==> src/rtl/mult_pkg.sv <==
// Shared definitions for the sequential multiplier: operand width, iteration
// count, counter width and the control FSM state encoding.
package mult_pkg;

    localparam int MULT_WIDTH = 32;
    localparam int MULT_ITER  = 32;
    localparam int CNT_W      = 6;

    typedef enum logic [1:0] {
        IDLE = 2'd0,
        RUN  = 2'd1,
        DONE = 2'd2
    } state_t;

endpackage

==> src/rtl/booth_step.sv <==
// One multiply iteration, purely combinational.
// cur/nxt pack {upper, lower, q(-1)} into 65 bits.
// In signed mode the step is radix-2 Booth. In unsigned mode it is a plain shift-add.
module booth_step
    import mult_pkg::*;
(
    input  logic [2*MULT_WIDTH:0]   cur,
    input  logic [MULT_WIDTH-1:0]   mcand,
    input  logic                    unsigned_mode,
    output logic [2*MULT_WIDTH:0]   nxt
);

    logic [MULT_WIDTH-1:0] upper;
    logic [MULT_WIDTH-1:0] lower;
    logic                  q;
    logic [MULT_WIDTH:0]   up_ext;
    logic [MULT_WIDTH:0]   mc_ext;
    logic [MULT_WIDTH:0]   sum;

    // Add/subtract into a 33-bit upper half, then shift the whole word right by one.
    // Bit 32 of the sum keeps the true sign (signed mode) or the carry (unsigned mode).
    // That makes {sum, lower} exactly the shifted 65-bit result.
    // The lower LSB drops out into the q(-1) position.
    always_comb begin
        upper  = cur[2*MULT_WIDTH:MULT_WIDTH+1];
        lower  = cur[MULT_WIDTH:1];
        q      = cur[0];
        up_ext = '0;
        mc_ext = '0;
        sum    = '0;
        if (unsigned_mode) begin
            up_ext = {1'b0, upper};
            mc_ext = {1'b0, mcand};
            sum    = lower[0] ? (up_ext + mc_ext) : up_ext;
        end else begin
            up_ext = {upper[MULT_WIDTH-1], upper};
            mc_ext = {mcand[MULT_WIDTH-1], mcand};
            case ({lower[0], q})
                2'b10:   sum = up_ext - mc_ext;
                2'b01:   sum = up_ext + mc_ext;
                default: sum = up_ext;
            endcase
        end
        nxt = {sum, lower};
    end

endmodule

==> src/rtl/mult_sequencer.sv <==
// Sequential 32x32 -> 64 multiplier: one iteration per clock, 32 iterations,
// then a one-cycle done pulse with the product on hi/lo.
// Optional unsigned (MULTU) support is enabled by defining MULT_SEQ_MULTU_EN.
module mult_sequencer
    import mult_pkg::*;
(
    input  logic                    Clk,
    input  logic                    reset,
    input  logic                    start,
    input  logic [MULT_WIDTH-1:0]   oper_A,
    input  logic [MULT_WIDTH-1:0]   oper_B,
`ifdef MULT_SEQ_MULTU_EN
    input  logic                    mult_unsigned,
`endif
    output logic                    busy,
    output logic                    done,
    output logic                    HiLo_load,
    output logic [MULT_WIDTH-1:0]   hi,
    output logic [MULT_WIDTH-1:0]   lo,
    output logic [CNT_W-1:0]        MultCounter
);

    localparam logic [CNT_W-1:0] LAST_ITER = CNT_W'(MULT_ITER - 1);

    state_t                  state_reg;
    logic [2*MULT_WIDTH:0]   prod_reg;
    logic [2*MULT_WIDTH:0]   prod_next;
    logic [MULT_WIDTH-1:0]   mcand_reg;
    logic                    step_unsigned;

`ifdef MULT_SEQ_MULTU_EN
    logic unsigned_reg;

    // Latch the signed/unsigned mode with the operands so later changes cannot affect it.
    always_ff @(posedge Clk) begin
        if (reset)
            unsigned_reg <= 1'b0;
        else if (state_reg == IDLE && start)
            unsigned_reg <= mult_unsigned;
    end

    assign step_unsigned = unsigned_reg;
`else
    assign step_unsigned = 1'b0;
`endif

    booth_step u_step (
        .cur           (prod_reg),
        .mcand         (mcand_reg),
        .unsigned_mode (step_unsigned),
        .nxt           (prod_next)
    );

    // HI/LO load enables follow the done pulse exactly.
    assign HiLo_load = done;

    // Control FSM, iteration counter, working registers and result registers.
    // The multiplier sits in the lower half of the working word.
    // Its bits are consumed as the word shifts right.
    always_ff @(posedge Clk) begin
        if (reset) begin
            state_reg   <= IDLE;
            prod_reg    <= '0;
            mcand_reg   <= '0;
            busy        <= 1'b0;
            done        <= 1'b0;
            hi          <= '0;
            lo          <= '0;
            MultCounter <= '0;
        end else begin
            case (state_reg)
                IDLE: begin
                    done <= 1'b0;
                    if (start) begin
                        state_reg   <= RUN;
                        busy        <= 1'b1;
                        mcand_reg   <= oper_A;
                        prod_reg    <= {{MULT_WIDTH{1'b0}}, oper_B, 1'b0};
                        MultCounter <= '0;
                    end
                end
                RUN: begin
                    prod_reg <= prod_next;
                    if (MultCounter == LAST_ITER) begin
                        state_reg   <= DONE;
                        done        <= 1'b1;
                        hi          <= prod_next[2*MULT_WIDTH:MULT_WIDTH+1];
                        lo          <= prod_next[MULT_WIDTH:1];
                        MultCounter <= '0;
                    end else begin
                        MultCounter <= MultCounter + 1'b1;
                    end
                end
                DONE: begin
                    state_reg <= IDLE;
                    busy      <= 1'b0;
                    done      <= 1'b0;
                end
                default: begin
                    state_reg   <= IDLE;
                    busy        <= 1'b0;
                    done        <= 1'b0;
                    MultCounter <= '0;
                end
            endcase
        end
    end

endmodule

==> config.mk <==
export PLATFORM = sky130hd
export DESIGN_NAME = mult_sequencer
export DESIGN_NICKNAME = d
export VERILOG_FILES = /design/src/rtl/mult_pkg.sv /design/src/rtl/booth_step.sv /design/src/rtl/mult_sequencer.sv
export SDC_FILE = /design/constraint.sdc
export NUM_CORES = 1
export LEC_CHECK = 0
export CAP_MARGIN = 20
export CORE_ASPECT_RATIO = 2
export CORE_MARGIN = 4
export CORE_UTILIZATION = 54
export CTS_CLUSTER_DIAMETER = 60
export CTS_CLUSTER_SIZE = 30
export DETAILED_ROUTE_END_ITERATION = 8
export PLACE_DENSITY = 0.8
export SLEW_MARGIN = 10
export SYNTH_ARGS = -nofsm -noshare
export SYNTH_HDL_FRONTEND = slang
export SYNTH_SLANG_ARGS = --single-unit
==> constraint.sdc <==
create_clock -name Clk -period 6.1 [get_ports Clk]
set_clock_uncertainty 0.1 [all_clocks]
set_input_delay 1.22 -clock Clk [delete_from_list [all_inputs] [get_ports Clk]]
set_output_delay 1.22 -clock Clk [all_outputs]
set_load 0.01 [all_outputs]
==> results_dict.tcl <==
set metrics [dict create \
    place.gp.congestion 0.9723 \
    tritoncts "built" \
    combPwrFrac_pct 24.6 \
    p_per_area_nw_per_um2 282.3 \
    worst_pin_slew_ps 875.1 \
    first_global_vias 8570 \
    ys_top_cells_by_count "nand2_1, dfxtp_1, nor2_1, a21oi_1, o21ai_0" \
    synth_nets 1249 \
    antennaDiodeCount 0 \
    synth_area_um2 8748 \
    grt_use_total_pct 29.46 \
    clk_path_buf_depth 2 \
    fill_cells 1386 \
    required_ps 6330 \
    rows 65 \
    yosysTopAreaCell "dfxtp_1" \
    p_int_w 0.002038 \
    die-area_um2 18420 \
    hold_path.class "register to register" \
    grt_max_degree 66 \
    finalMaxSlewViolations 0 \
    die_y_um 188.0 \
    holdBufCountCts 0 \
    clkTransAtPathRegs_ps 70 \
    rsz0062_at_grt "false" \
    setup_viol 0 \
    hpwl_um 20760 \
    seqPwrFrac_pct 39.6 \
    antenna_left 0 \
    arrival_ps 5260 \
    start_util_pct 55.16 \
    r2r-start "mcand_reg[2]" \
    nets 1352 \
    final_layout_size_suffix_gt1_share_pct 5.071 \
    portBuffers 139 \
    p_clk_share_pct 35.7 \
    dr_total_vias 8440 \
    ios 140 \
    placed_cells 1431 \
    min_period_over_period_pct 82.55 \
    largest_reg_flops 65 \
    crit_fanout 8 \
    cts_root_buffer "clkbuf_16" \
    syn2layout_area_growth_pct 23.88 \
    post_cts_buffers 0 \
    yosys.area.top_type_share_pct 39.13 \
    ys_seq_area_share_pct 39.13 \
    routed_wl_um 27070 \
    yosysMostFrequentCell "nand2_1" \
    synth_area_leaders "dfxtp_1, nand2_1, a21oi_1" \
    finalNonFillerCells 1463 \
    clk_latency_ps 440 \
    finalWorstSetupSlack_ps 1065 \
    startpoint_type "register" \
    htree_levels 4 \
    worstSetupPathType "register to register" \
    crit_path_start "mcand_reg[2]" \
    syn_avg_cell_area_um2 7.634 \
    worstSetupEndpointType "register" \
    outcome "finished, final reports clean" \
    yosys_warnings 0 \
    switching_power_w 0.001021 \
    ys_seq_elements 171 \
    cts_made_buffers 17 \
    viasPerCell 5.769 \
    grt_pass1_wl_um 42800 \
    drt-pass1-iter-count 5 \
    reg2reg_setup_slack_ps 1060 \
    fmax_mhz 198.6 \
    slew_headroom_pct 41.45 \
    grt.overflow.total 0 \
    final_core_util_pct 68.34 \
    antenna_found_initial 0 \
    p_leak_nw 4.222 \
    ys.flop_type "dfxtp_1" \
    syn_inst 1146 \
    core-area_um2 15860 \
    fin_crit_ps 5035 \
    ir_drop_v 0.0002076 \
    wl_per_cell_um 18.50 \
    drc_errors 0 \
    async_reset_ff_share_pct 0 \
    ctsResizeCount 0 \
    max_cap_violations 0 \
    cts.sinks 171 \
    fin_setup_tns_ps 0 \
    synth_edf_count 0 \
    pre_cts_ws_ps 1125 \
    hold_violations 0 \
    die_w_um 98 \
    switching_share_pct 33.39 \
    worstHoldStart "hi[5]" \
    drt_iter0_markers 312 \
    synth.distinct_cells 64 \
]
layer usage:
| layer | track usage (%) | up-vias | wire length [um] |
|---|---|---|---|
| met2 | 59.30 | 189 | 15880 |
| met3 | 4.765 | 84 | 749 |
| met1 | 24.96 | 4004 | 8460 |
| met5 | 0 | - | 0 |
| li1 | - | 4163 | - |
| met4 | 20.27 | 0 | 1984 |
power groups by stage:
stage / clock [W] / combinational [W] / sequential, W
2_1_floorplan: 0 / 0.000532 / 0.00122
3_3_place_gp: 0 / 0.000747 / 0.00124
3_5_place_dp: 0 / 0.000750 / 0.00124
4_1_cts: 0.00111 / 0.000754 / 0.00121
5_1_grt: 0.00116 / 0.000827 / 0.00122
6_report: 0.00109 / 0.000753 / 0.00121
per-stage QoR:
stage	instance area [um2]	hold WS (ps)	power, W
2_1_floorplan	8748	331.5	0.001750
3_3_place_gp	10240	335.9	0.001983
3_5_place_dp	10240	341.2	0.001987
4_1_cts	10840	356.5	0.003073
5_1_grt	10840	371.9	0.003205
6_report	10840	354.0	0.003060
path summary, 6_finish.rpt:
| path | to | cells past startpoint |
|---|---|---|
| setup reg to reg | prod_reg[64] | 18 |
| setup / recovery | prod_reg[64] | 18 |
| hold / removal | hi[5] | 2 |
| hold reg to reg | hi[5] | 2 |
final cells by class:
type | instances | area [um2] | share of cell area [%]
clock buffers | 17 | 425.4 | 3.925
inverters | 20 | 75.07 | 0.6927
clock inverters | 15 | 173.9 | 1.605
multi-input cells | 888 | 5012 | 46.25
well taps | 201 | 251.5 | 2.320
flip-flops and latches | 171 | 3423 | 31.59
repair buffers | 151 | 1476 | 13.62
worst max-delay path: stages, from the launching register on:
cell	delay, ps
dfxtp_1	350
or3_1	480
nor3_1	220
nand2b_1	140
nor3_1	380
and2_1	260
nand2_1	80
nor2_1	210
a21oi_1	120
xor2_1	170
ha_1	440
a21oi_1	110
o21ai_0	350
nand2b_1	160
o41ai_1	100
or4_4	550
a31o_4	270
a21o_1	170
a221o_1	280
kinds of logic after synthesis:
logic type / share of synthesized area (%)
flip-flops: 39.13
buffers and inverters: 3.804
multiplexers: 0.9439
XOR/XNOR: 5.406
AND/OR/NAND/NOR: 23.48
AO/OA/AOI/OAI: 22.00
adder cells (fa/ha/maj): 5.235
cells in the final DEF (no fill, tap or decap), types with 3 or more instances in the layout:
cell / n
o31ai_1: 4
or3_1: 5
nand2_1: 214
nand3b_1: 3
o41ai_1: 3
or4_1: 3
mux2i_1: 6
clkdlybuf4s50_1: 138
clkbuf_16: 17
xor2_1: 33
o211ai_1: 4
inv_8: 4
a21oi_1: 134
and3_1: 9
a211oi_1: 18
buf_4: 12
o21ai_0: 88
o21ai_1: 3
a21o_1: 17
dfxtp_1: 171
nor2_1: 135
a311oi_1: 3
clkinvlp_4: 3
o21a_1: 8
nand2b_1: 9
inv_1: 19
and2_1: 6
inv_6: 3
a221o_1: 3
nand3_1: 8
a31oi_1: 6
xnor2_1: 21
nor3_1: 50
nand4_1: 7
a22o_1: 9
o21bai_1: 5
ha_1: 34
(Power assumes the default switching activity.)
